===== config.mk =====
export PLATFORM = sky130hd
export DESIGN_NAME = id_ex_queue
export DESIGN_NICKNAME = d
export VERILOG_FILES = /design/src/rtl/id_ex_queue.sv
export SDC_FILE = /design/constraint.sdc
export NUM_CORES = 1
export LEC_CHECK = 0
export BUFFER_PORTS_ARGS = -buffer_cell sky130_fd_sc_hd__buf_2
export CORE_MARGIN = 10
export CORE_UTILIZATION = 40
export CTS_BUF_LIST = sky130_fd_sc_hd__clkbuf_16
export DETAILED_ROUTE_END_ITERATION = 12
export PLACE_DENSITY = 0.65
export SLEW_MARGIN = 20
export SYNTH_ARGS = -nofsm -noshare
export SYNTH_HDL_FRONTEND = slang
export SYNTH_SLANG_ARGS = --single-unit

===== constraint.sdc =====
create_clock -name clk_i -period 3 [get_ports clk_i]
set_clock_uncertainty 0.1 [all_clocks]
set_input_delay 0.6 -clock clk_i [delete_from_list [all_inputs] [get_ports clk_i]]
set_output_delay 0.6 -clock clk_i [all_outputs]
set_load 0.05 [all_outputs]

===== src/rtl/id_ex_queue.sv =====
// id_ex_queue: DEPTH-entry elastic ID/EX queue.
// - Valid/ready handshake on both the decode side and the execute side.
// - Global rdy freeze and a synchronous flush for branch mispredict.
// - Load-use hazard check across every buffered entry.
// - An empty head presents as an all-zero NOP bubble.
module id_ex_queue #(
   parameter int DATA_W = 112,
   parameter int DEPTH  = 2,
   parameter int RD_W   = 5
) (
   input  logic                         clk_i,
   input  logic                         rst_i,
   input  logic                         rdy_i,
   input  logic                         flush_i,
   input  logic                         in_valid_i,
   output logic                         in_ready_o,
   input  logic [DATA_W-1:0]            in_data_i,
   input  logic [RD_W-1:0]              in_rd_i,
   input  logic                         in_rd_en_i,
   input  logic                         in_isload_i,
   output logic                         out_valid_o,
   input  logic                         out_ready_i,
   output logic [DATA_W-1:0]            out_data_o,
   output logic [RD_W-1:0]              out_rd_o,
   output logic                         out_rd_en_o,
   output logic                         out_isload_o,
   output logic [$clog2(DEPTH+1)-1:0]   count_o,
   input  logic [RD_W-1:0]              q_rs1_i,
   input  logic [RD_W-1:0]              q_rs2_i,
   output logic                         load_hazard_o
);

   // Pointer width is kept at least 1 bit; for DEPTH=1 the wrap logic pins the pointers to 0.
   localparam int PW = (DEPTH > 1) ? $clog2(DEPTH) : 1;
   localparam int CW = $clog2(DEPTH + 1);
   localparam logic [PW-1:0] PTR_LAST = PW'(DEPTH - 1);
   localparam logic [CW-1:0] CNT_FULL = CW'(DEPTH);

   logic [DATA_W-1:0] data_q   [DEPTH];
   logic [RD_W-1:0]   rd_q     [DEPTH];
   logic [DEPTH-1:0]  rd_en_q;
   logic [DEPTH-1:0]  isload_q;
   logic [DEPTH-1:0]  valid_q, valid_d;
   logic [PW-1:0]     wp_q, wp_d;
   logic [PW-1:0]     rp_q, rp_d;
   logic [CW-1:0]     count_q, count_d;

   logic push, pop, head_vld;

   // Handshake terms.
   // in_ready is gated by reset so that every output reads 0 while rst is held.
   always_comb begin
      in_ready_o  = ~rst_i & rdy_i & ~flush_i & (count_q < CNT_FULL);
      out_valid_o = rdy_i & (count_q != '0);
      push        = in_valid_i & in_ready_o;
      pop         = out_valid_o & out_ready_i;
   end

   // Next-state for pointers, count and valid bits.
   // Flush wins over push/pop; rdy=0 freezes everything, including flush.
   always_comb begin
      wp_d    = wp_q;
      rp_d    = rp_q;
      count_d = count_q;
      valid_d = valid_q;
      if (rdy_i) begin
         if (flush_i) begin
            wp_d    = '0;
            rp_d    = '0;
            count_d = '0;
            valid_d = '0;
         end else begin
            if (push) begin
               valid_d[wp_q] = 1'b1;
               wp_d          = (wp_q == PTR_LAST) ? '0 : wp_q + 1'b1;
            end
            if (pop) begin
               valid_d[rp_q] = 1'b0;
               rp_d          = (rp_q == PTR_LAST) ? '0 : rp_q + 1'b1;
            end
            if (push && !pop) begin
               count_d = count_q + 1'b1;
            end else if (pop && !push) begin
               count_d = count_q - 1'b1;
            end
         end
      end
   end

   // Control state register with asynchronous reset.
   always_ff @(posedge clk_i or posedge rst_i) begin
      if (rst_i) begin
         wp_q    <= '0;
         rp_q    <= '0;
         count_q <= '0;
         valid_q <= '0;
      end else begin
         wp_q    <= wp_d;
         rp_q    <= rp_d;
         count_q <= count_d;
         valid_q <= valid_d;
      end
   end

   // Payload storage; its contents are don't-care until the matching valid bit is set.
   always_ff @(posedge clk_i) begin
      if (push) begin
         data_q[wp_q]   <= in_data_i;
         rd_q[wp_q]     <= in_rd_i;
         rd_en_q[wp_q]  <= in_rd_en_i;
         isload_q[wp_q] <= in_isload_i;
      end
   end

   // Head fields, forced to a NOP bubble when the head slot is empty.
   always_comb begin
      head_vld     = valid_q[rp_q];
      out_data_o   = head_vld ? data_q[rp_q]   : '0;
      out_rd_o     = head_vld ? rd_q[rp_q]     : '0;
      out_rd_en_o  = head_vld & rd_en_q[rp_q];
      out_isload_o = head_vld & isload_q[rp_q];
      count_o      = count_q;
   end

   // Load-use hazard across all buffered entries; x0 never hazards.
   always_comb begin
      load_hazard_o = 1'b0;
      for (int i = 0; i < DEPTH; i++) begin
         if (valid_q[i] && isload_q[i] && rd_en_q[i] && (rd_q[i] != '0) &&
             ((rd_q[i] == q_rs1_i) || (rd_q[i] == q_rs2_i))) begin
            load_hazard_o = 1'b1;
         end
      end
   end

endmodule


* Word level (Yosys, flattened, before mapping)
Memories as Yosys holds them, arrays and structs flattened.
Cells that the tools add are included.
** Word-level totals
- Register bits :: 10
- Memory bits (writable) :: 234
- Input port bits :: 135
- Output and inout bits :: 124
- Word-level logic and storage cells :: 91
- Memories :: 2
** Memories
- data_q :: words 2, width 112, rd ports 1, clocked after memory_dff 0, write ports 1, RTL line 39 : logic [DATA_W-1:0] data_q [DEPTH];
- rd_q :: words 2, width 5, rd ports 3, clocked after memory_dff 0, write ports 1, RTL line 40 : logic [RD_W-1:0] rd_q [DEPTH];
** Cells by class
- $add $sub $neg :: 4
- Order comparisons :: 5
- Equal/unequal tests :: 4
- Muxes and demuxes :: 32
- Bitwise operators :: 13
- Reduce and logical (&&, ||, !) cells :: 25
** Operators by type and width (number)
- 112-bit two-way mux :: 1
- 5-bit == test :: 4
- 1-bit two-way mux :: 18
- 2-bit two-way mux :: 8
- 1-bit logical AND :: 12
- 5-bit nonzero test :: 2
- 1-bit AND :: 8
- 2-bit AND reduction :: 3
- 2-bit nonzero test :: 3
- 5-bit two-way mux :: 1
- 2-bit bitwise mux :: 2
- 1-bit by 2-bit < comparator with 1-bit output (second input constant) :: 2
- 3-bit nonzero test :: 1
- 1-bit adder (second input constant) :: 2
- 2-bit by 1-bit adder with 2-bit output (second input constant) :: 1
- 2-bit AND :: 1
- 1-bit demux with 1-bit select :: 2
- 1-bit greater-or-equal comparator (second input constant) :: 2
- 1-bit zero test :: 2
- 1-bit logical OR :: 2
- 2-bit < comparator (second input constant) :: 1
- 1-bit inverter :: 2
- 2-bit inverter :: 1
- 2-bit OR :: 1
- 2-bit by 1-bit subtractor with 2-bit output (second input constant) :: 1

* Logic depth before layout (Yosys ltp)
Gate-level depths: netlist of the first run.
- Depth after elaboration :: 11
- Gate-level depth with buffers :: 5

* Least setup slack after synthesis of the first run
OpenSTA, ideal clock, no wires.
- Path type :: reg-to-reg
- Start :: register count_q[1], in the netlist count_o[1]
- End :: memory data_q[1][0], enable pin
- Library setup time :: 425 ps
- Arrival :: 3010 ps
- Setup slack :: -536 ps
- Stages on the path, launching flop included :: 3
- Buffers on the path :: 0
- Clock period less this slack :: 3536 ps
- Path through :: dfrtp_1 -> nor4b_4 -> and3_2
** On the way
- Word-level cells in the longest chain between the ends :: 5
** RTL lines
- start, declared :: RTL line 46 : logic [CW-1:0] count_q, count_d;
- start signal, assigned :: RTL line 100 : count_q <= count_d;
- 2-bit < comparator :: RTL line 53 : in_ready_o = ~rst_i & rdy_i & ~flush_i & (count_q < CNT_FULL);
- 1-bit AND :: RTL line 53
- net in_ready_o :: RTL line 16 : output logic in_ready_o,
- 1-bit AND :: RTL line 55 : push = in_valid_i & in_ready_o;
- 1-bit two-way mux :: RTL line 107 : if (push) begin
- 1-bit two-way mux (implied by the code) :: RTL line 108 : data_q[wp_q] <= in_data_i;
- end, declared :: RTL line 39
The timed path passes the listed nets, and every way through them passes these cells.

* Worst setup path after layout of the first run
- Start :: register rp_q
- End :: output port out_data_o[84]
** On the way
- Word-level cells in the longest chain between the ends :: 3
- Elaborated cells between the ends (all ways) :: 4
** RTL lines
- start, declared :: RTL line 45 : logic [PW-1:0] rp_q, rp_d;
- start signal, assigned :: RTL line 99 : rp_q <= rp_d;
- 1-bit two-way mux (implied by the code) (2 in series) :: RTL line 117 : head_vld = valid_q[rp_q];
- 112-bit two-way mux * :: RTL line 118 : out_data_o = head_vld ? data_q[rp_q] : '0;
- end, declared :: RTL line 23 : output logic [DATA_W-1:0] out_data_o,
Every way passes the cells marked *; elsewhere a longest branch is shown, timed or not. The select of a mux whose other input is x is not followed.

==> reports/qor.yml, run 1 <==
outcome: "complete, no violations"
io_buffer_count: 258
final_cell_mix: "258 x buf_2, 238 x edfxtp_1, 126 x nor2_1"
ys_warn_count: 0
coreArea_um2: 23540
die_width_um: 174.7
drc: 0
clock_sinks: 244
clock_latency_ps: 520
ff2ff_setup_slack_ps: 860
synthTopCellsByArea: "edfxtp_1 75%, mux2i_1 13%, nor2_1 4.9%, xor2_1 1.8%, dfrtp_1 1.6%"
cts_made_buffers: 25
path_clk_slew_ps: 60
drive_gt1_share_pct: 35.81
crit_required_ps: 2300
leakage_nw: 4.843
areaGrowthSynthToFinish_pct: 26.42
hpwl_mm: 14.69
cts_tree: "done"
cts-root-buf: "clkbuf_16"
wire_per_inst_um: 18.37
drtIter0Drc: 356
die_area_um2: 30530
postCtsResizedCells: 0
yosysTopAreaCellShare_pct: 74.63
ir_drop_v: 0.0004695
nets: 979
synthXorXnorAreaFrac_pct: 1.921
antenna_left: 0
place_area_um2: 11300
finalHoldViolCount: 0
critPathKind: "reg -> out"
setup_ws_ps: 169.7
slew_viol_final: 0
ys_ff_latch: 244
rsz0062_at_grt: "no"
syn-num-nets: 711
synthAdderAreaFrac_pct: 0
synth_compound_area_share_pct: 1.280
first_pass_iters: 5
grt_usage_pct: 13.56
vias: 5611
cts_hold_buffers: 1
fp-row-count: 56
design_area_um2: 12110
stdcell_count: 1184
worstHoldPathType: "in -> reg"
synthDominantAreaCellType: "edfxtp_1"
utilization_pct: 51.42
drt-total-wl_mm: 21.75
io_pins: 259
max_slew_margin_pct: 59.33
max_freq_ghz: 0.3533
netlist_area_um2: 9577
drv_cap: 0
worstSetupStartpointType: "flop"
arrival_ps: 2130
clockBufferDepth: 3
grt_pass1_wl_mm: 33.58
setup_viol_count_final: 0
overflow: 0
worst_slew_pin_slew_ps: 610.1
cts_setup_buffers: 0
muxShareOfSynthArea_pct: 12.65
grt_pass1_vias: 5937
netlist-cell-type-count: 31
synthCells: 576
power.density_nw_per_um2: 703.9
initial_utilization_pct: 40.68
h-tree-depth: 1
grt_start_max_net_pins: 74
vias_per_cell: 4.739
dp_cells: 1135
syn_area_per_cell_um2: 16.63
place_congestion: 0.8079
synth_seq_area_share_pct: 76.20
path_max_fanout: 73
end_kind: "output pin"
dp_slack_ps: 598.3
antenna_found_initial: 5
die_y_um: 174.7
layout_commonest_cell: "buf_2"
period_share_pct: 94.34
period_needed_ps: 2830
synthSimpleGateAreaFrac_pct: 6.088
synth_top_family_by_area: "multiplexers"
-- cells by family (layout without fill, tap and decap cells) --
logic type,count (synthesis),in the layout
AOI/OAI and AO/OA,16,16
xor gates and xnor gates,21,21
buffers and inverters,33,320
DFF,244,244
muxes,121,121
other,0,2
and+or+nand+nor,141,141
-- report_power, final --
group | switching [mW] | internal [mW]
clock | 1.21 | 1.76
combinational | 1.18 | 0.538
sequential | 0.0288 | 3.80
-- cell usage after synthesis (all sizes together) --
master / number
mux2i: 121
xnor2: 1
nand4: 1
and3: 1
nand2: 3
and2: 1
a22o: 1
a31oi: 1
o22ai: 1
a32o: 1
buf: 26
inv: 6
nor3: 4
o31ai: 1
edfxtp: 238
or4: 2
and2b: 1
a21oi: 2
clkbuf: 1
o2111ai: 2
xor2: 20
a22oi: 2
nor3b: 1
a2bb2oi: 2
nor2: 126
o21ai: 3
nor4b: 1
dfrtp: 6
-- final cells by class --
| cell class | instances | area (um2) |
|---|---|---|
| diodes | 2 | 5.005 |
| clock buffers | 25 | 625.6 |
| clock inverters | 21 | 166.4 |
| fillers | 1996 | 11440 |
| inverters | 6 | 22.52 |
| multi-input cells | 299 | 2117 |
| flip-flops and latches | 244 | 7302 |
| well taps | 319 | 399.1 |
| repair buffers | 268 | 1469 |
-- critical path, cell delays in order (launching register included) --
cell	delay (ps)
dfrtp_4	470
buf_12	360
mux2i_1	150
nor2_1	170
buf_2	290
-- path summary, 6_finish.rpt --
check | from | endpoint | depth (start not counted)
max | rp_q | out_data_o[84] | 4
min | in_data_i[19] | data_q[1][19] | 1
max reg2reg | count_o[1] | data_q[0][55] | 4
min reg2reg | wp_q | wp_q | 2
max in group asynchronous | rst_i | rp_q | 3
min in group asynchronous | rst_i | valid_q[0] | 3
-- flip-flops by register name (all words and copies together), names as in the netlist --
signal	cells
count_o	2
data_q	224
isload_q	2
rd_en_q	2
rd_q	10
rp_q	1
valid_q	2
wp_q	1
-- per-layer routing --
layer | wire length [um] | vias to the layer above | track usage (%)
met1 | 9275 | 2689 | 17.16
met5 | 34 | - | 0
met3 | 1831 | 31 | 4.721
met2 | 10260 | 202 | 22.04
met4 | 342 | 6 | 2.967
li1 | - | 2683 | -
-- through the flow --
step                      setup TNS [ps]  hold WS [ps]  total power, mW
final                                  0         166.2            8.522
after floorplan                   -12980         298.9            5.194
after detailed placement               0         470.9            5.639
after global placement                 0         460.4            5.627
after global routing                   0         136.7            8.874
after CTS                              0         142.1            8.635
No activity file was read; power rests on OpenSTA's default activity.
==> run 2, diff against run 1 <==
--- a/config.mk
+++ b/config.mk
@@ -5,12 +5,13 @@
 export SDC_FILE = /design/constraint.sdc
 export NUM_CORES = 1
 export LEC_CHECK = 0
+export ABC_AREA = 1
 export BUFFER_PORTS_ARGS = -buffer_cell sky130_fd_sc_hd__buf_2
 export CORE_MARGIN = 10
 export CORE_UTILIZATION = 40
 export CTS_BUF_LIST = sky130_fd_sc_hd__clkbuf_16
 export DETAILED_ROUTE_END_ITERATION = 12
-export PLACE_DENSITY = 0.65
+export PLACE_DENSITY = 0.64
 export SLEW_MARGIN = 20
 export SYNTH_ARGS = -nofsm -noshare
 export SYNTH_HDL_FRONTEND = slang
==> reports/qor.yml, run 2 <==
outcome: "complete, no violations"
register_area_um2: 7302
cts-root-buf: "clkbuf_16"
ys_warn_count: 0
ir_drop_v: 0.0004678
power.density_nw_per_um2: 719.5
drv_cap: 0
clockBufferDepth: 3
slew_viol_final: 0
drt-total-wl_mm: 25.08
slowest_delay_ps: 510
power_mw: 9.327
synthDominantAreaCellType: "edfxtp_1"
grt_pass1_wl_mm: 38.67
worstPathCellList: "inv_8 -> nand2_1 -> nand2_4 -> clkbuf_16 -> nand2_1 -> inv_2 -> buf_2"
setup_viol_count_final: 0
worst_slew_pin_slew_ps: 644.4
synth_edf_count: 238
synthFlopType: "edfxtp_1"
synthTopCellsByCount: "486 x nand2_1, 238 x edfxtp_1, 116 x inv_1"
fill_cells: 2301
synthCells: 979
clock_latency_ps: 510
setup_ws_ps: 123.4
critPathLaunch: "rp_q"
power_frac_seq_pct: 41.9
clkPwrFrac_pct: 32.1
max_slew_margin_pct: 57.04
grt_usage_pct: 14.26
synth.most_common_cell: "nand2_1"
hold_path_startpoint: "in_data_i[17]"
place_area_um2: 12050
p_sw_share_pct: 32.99
cts_made_buffers: 26
cts_tree: "done"
die_area_um2: 32760
finalHoldViolCount: 0
synth_seq_area_share_pct: 70.38
hpwl_mm: 16.33
end_kind: "output pin"
syn_area_per_cell_um2: 10.59
dp_slack_ps: 460.5
netlist_area_um2: 10370
crit_top_cell: "nand2_1"
path_clk_slew_ps: 50
drive_gt1_share_pct: 27.73
io_buffer_count: 258
io_pins: 259
path_max_fanout: 32
vias_per_cell: 4.521
reg2reg_from: "count_o[1]"
syn-num-nets: 1114
multi_input_area_um2: 2301
antenna_left: 0
ys_ff_latch: 244
crit_buf_inv: 4
cts_setup_buffers: 0
netlist-cell-type-count: 24
drtIter0Drc: 427
arrival_ps: 2180
synth-async-reset-ratio_pct: 2.459
setup_tns_ps: 0
crit_required_ps: 2300
cp_top_family: "buffers and inverters"
grt_pass1_vias: 7128
die_width_um: 181.0
rsz0062_at_grt: "yes"
layout_commonest_cell: "nand2_1"
largestRegisters: "data_q x224, rd_q x10"
internal-power_mw: 6.250
areaGrowthSynthToFinish_pct: 25.04
fp-row-count: 58
largest_reg_flops: 224
clock_sinks: 244
leakage_nw: 6.506
worstHoldPathType: "in -> reg"
vias: 7175
critPathKind: "reg -> out"
period_needed_ps: 2877
dp_cells: 1538
coreArea_um2: 25330
nets: 1374
final_cell_mix: "486 x nand2_1, 246 x buf_2, 238 x edfxtp_1"
h-tree-depth: 1
grt_start_max_net_pins: 86
drc: 0
combPwrFrac_pct: 26.0
antenna_found_initial: 5
p_sw_mw: 3.076
die_y_um: 181.0
design_area_um2: 12960
first_pass_iters: 4
top_register: "data_q"
place_congestion: 0.7603
stdcell_count: 1587
synthTopCellsByArea: "edfxtp_1 69%, nand2_1 18%, inv_1 4.2%, dfrtp_1 1.4%, buf_6 1.2%"
cp_slowest_cell: "dfrtp_4"
initial_utilization_pct: 40.93
max_freq_ghz: 0.3476
overflow: 0
worstSetupStartpointType: "flop"
yosysTopAreaCellShare_pct: 68.94
wire_per_inst_um: 15.80
period_share_pct: 95.89
-- run 2: logic make-up after synthesis --
group | synth area share (%)
buffers and inverters | 7.881
xor gates and xnor gates | 1.267
and+or+nand+nor | 19.82
AOI/OAI and AO/OA | 0.6517
DFF | 70.38
-- run 2: cell type report --
| type | count | share of cell area, % |
|---|---|---|
| well taps | 330 | 3.185 |
| clock buffers | 27 | 5.212 |
| diodes | 2 | 0.03861 |
| clock inverters | 17 | 0.9748 |
| multi-input cells | 558 | 17.75 |
| inverters | 138 | 4.150 |
| flip-flops and latches | 244 | 56.33 |
| repair buffers | 271 | 12.36 |
-- run 2: power by group through the flow --
stage / Combinational, mW / Sequential, mW / Clock (mW)
after global routing: 2.70 / 3.91 / 3.22
after floorplan: 1.78 / 4.00 / 0
after CTS: 2.42 / 3.90 / 3.09
after global placement: 2.40 / 3.97 / 0
after detailed placement: 2.41 / 3.97 / 0
final: 2.43 / 3.91 / 3.00
-- run 2: worst reg2reg max path, cell delays in order (launching register included) --
cell and delay, ps:
dfrtp_2 450, nor2_4 110, nand3_4 130, nor2_4 160
buf_4 520
-- run 2: final timing paths --
| path | endpoint | slack [ps] | cells past startpoint |
|---|---|---|---|
| worst max-delay path | out_data_o[13] | 120 | 7 |
| worst min-delay path | data_q[1][17] | 170 | 1 |
| worst max register to register | data_q[1][51] | 1110 | 4 |
| worst min register to register | valid_q[1] | 450 | 2 |
| max in group asynchronous | rp_q | 2060 | 3 |
| min in group asynchronous | count_o[0] | 490 | 3 |
-- run 2: what timing repair did --
action,4_1_cts,5_1_grt
hold endpoints to repair,6,0
hold buffers,1,0
setup endpoints to repair,79,67
gates cloned,0,2
resized for setup,3,11
-- run 2: routing by layer --
layer | global-route usage, % | part of all wire [%]
met1 | 17.58 | 43
met5 | 0 | 0.14
met2 | 24.36 | 49
met3 | 4.176 | 7.3
met4 | 2.896 | 1.2
-- run 2: per-stage QoR --
stage | utilization [%] | hold slack, ps
after floorplan | - | 299.0
after global placement | 47.58 | 433.0
after detailed placement | 47.58 | 433.1
after CTS | 50.84 | 144.4
after global routing | 51.18 | 146.9
final | 51.19 | 173.3
==> run 3, diff against run 2 <==
==> constraint.sdc (replaced) <==
create_clock -name clk_i -period 3.7 [get_ports clk_i]
set_clock_uncertainty 0.1 [all_clocks]
set_input_delay 0.74 -clock clk_i [delete_from_list [all_inputs] [get_ports clk_i]]
set_output_delay 0.74 -clock clk_i [all_outputs]
set_load 0.05 [all_outputs]
==> reports/qor.yml, run 3 (synthesized netlist as in run 2, its figures left out) <==
max_freq_ghz: 0.3182
grt_pass1_vias: 7038
layout_commonest_cell: "nand2_1"
die_area_um2: 32760
path_clk_slew_ps: 60
antenna_left: 0
dp_cells: 1537
dp_slack_ps: 1070
setup_viol_count_final: 0
cp_slowest_cell: "dfrtp_4"
crit_top_cell: "nand2_1"
drive_gt1_share_pct: 26.78
drc: 0
design_area_um2: 12790
register_area_um2: 7301
place_congestion: 0.8105
final_cell_mix: "486 x nand2_1, 253 x buf_2, 238 x edfxtp_1"
outcome: "complete, no violations"
antenna_found_initial: 1
top_register: "data_q"
largestRegisters: "data_q x224, rd_q x10"
vias_per_cell: 4.464
drt-total-wl_mm: 24.07
cp_top_family: "buffers and inverters"
first_pass_iters: 4
initial_utilization_pct: 40.93
period_share_pct: 84.95
cts_hold_buffers: 0
areaGrowthSynthToFinish_pct: 23.35
clockBufferDepth: 3
finalHoldViolCount: 0
slowest_delay_ps: 500
cts_tree: "done"
leakage_nw: 6.479
utilization_pct: 50.49
io_pins: 259
die_width_um: 181.0
multi_input_area_um2: 2273
drtIter0Drc: 352
max_slew_margin_pct: 47.30
cts_made_buffers: 26
ir_drop_v: 0.0004360
postCtsResizedCells: 0
overflow: 0
die_y_um: 181.0
clock_sinks: 244
hpwl_mm: 15.87
fp-row-count: 58
cts-root-buf: "clkbuf_16"
io_buffer_count: 258
vias: 7058
rsz0062_at_grt: "no"
period_needed_ps: 3143
grt_pass1_wl_mm: 37.39
fin_hold_ws_ps: 63.97
wire_per_inst_um: 15.22
worstPathCellList: "inv_4 -> nand2_1 -> nand2_4 -> buf_4 -> nand2_1 -> inv_2 -> buf_2"
clock_latency_ps: 510
critPathKind: "reg -> out"
place_area_um2: 12020
power_mw: 7.427
grt_usage_pct: 13.93
setup_tns_ps: 0
power.density_nw_per_um2: 580.8
stdcell_count: 1581
fill_cells: 2269
end_kind: "output pin"
drv_cap: 0
crit_buf_inv: 4
coreArea_um2: 25330
slew_viol_final: 0
arrival_ps: 2300
h-tree-depth: 1
grt_start_max_net_pins: 118
largest_reg_flops: 224
nets: 1370
path_max_fanout: 30
cts_setup_buffers: 0
setup_ws_ps: 556.9
num_antenna_cells: 0
worstSetupStartpointType: "flop"
crit_required_ps: 2860
worstHoldPathType: "in -> async"
worst_slew_pin_slew_ps: 790.5
[run 3: report_power, final]
part           total [mW]  internal, mW  switching [mW]
combinational        1.92         0.466            1.45
clock                2.35          1.37           0.980
sequential           3.16          3.12          0.0371
[run 3: path summary, 6_finish.rpt]
check	startpoint	endpoint	slack (ps)	cells after the start
max	rp_q	out_data_o[15]	560	7
min	rst_i	count_o[0]	60	2
max reg2reg	count_o[1]	data_q[1][43]	1840	4
min reg2reg	valid_q[1]	valid_q[1]	460	2
max in group asynchronous	rst_i	rp_q	3190	2
min in group clk_i	in_data_i[52]	data_q[1][52]	310	1
[run 3: final cells by class]
cell class	instances	area share, %
Clock inverter	17	0.7534
Tap cell	330	3.229
Timing Repair Buffer	267	11.80
Inverter	138	4.070
Sequential cell	244	57.09
Clock buffer	27	5.283
Multi-Input combinational cell	558	17.78
[run 3: routing by layer]
| layer | global-route usage (%) | vias to the layer above | routed length (um) |
|---|---|---|---|
| met1 | 17.15 | 3235 | 10330 |
| met5 | 0 | - | 12 |
| met4 | 3.645 | 2 | 503 |
| li1 | - | 3579 | - |
| met3 | 3.896 | 38 | 1649 |
| met2 | 23.57 | 204 | 11570 |
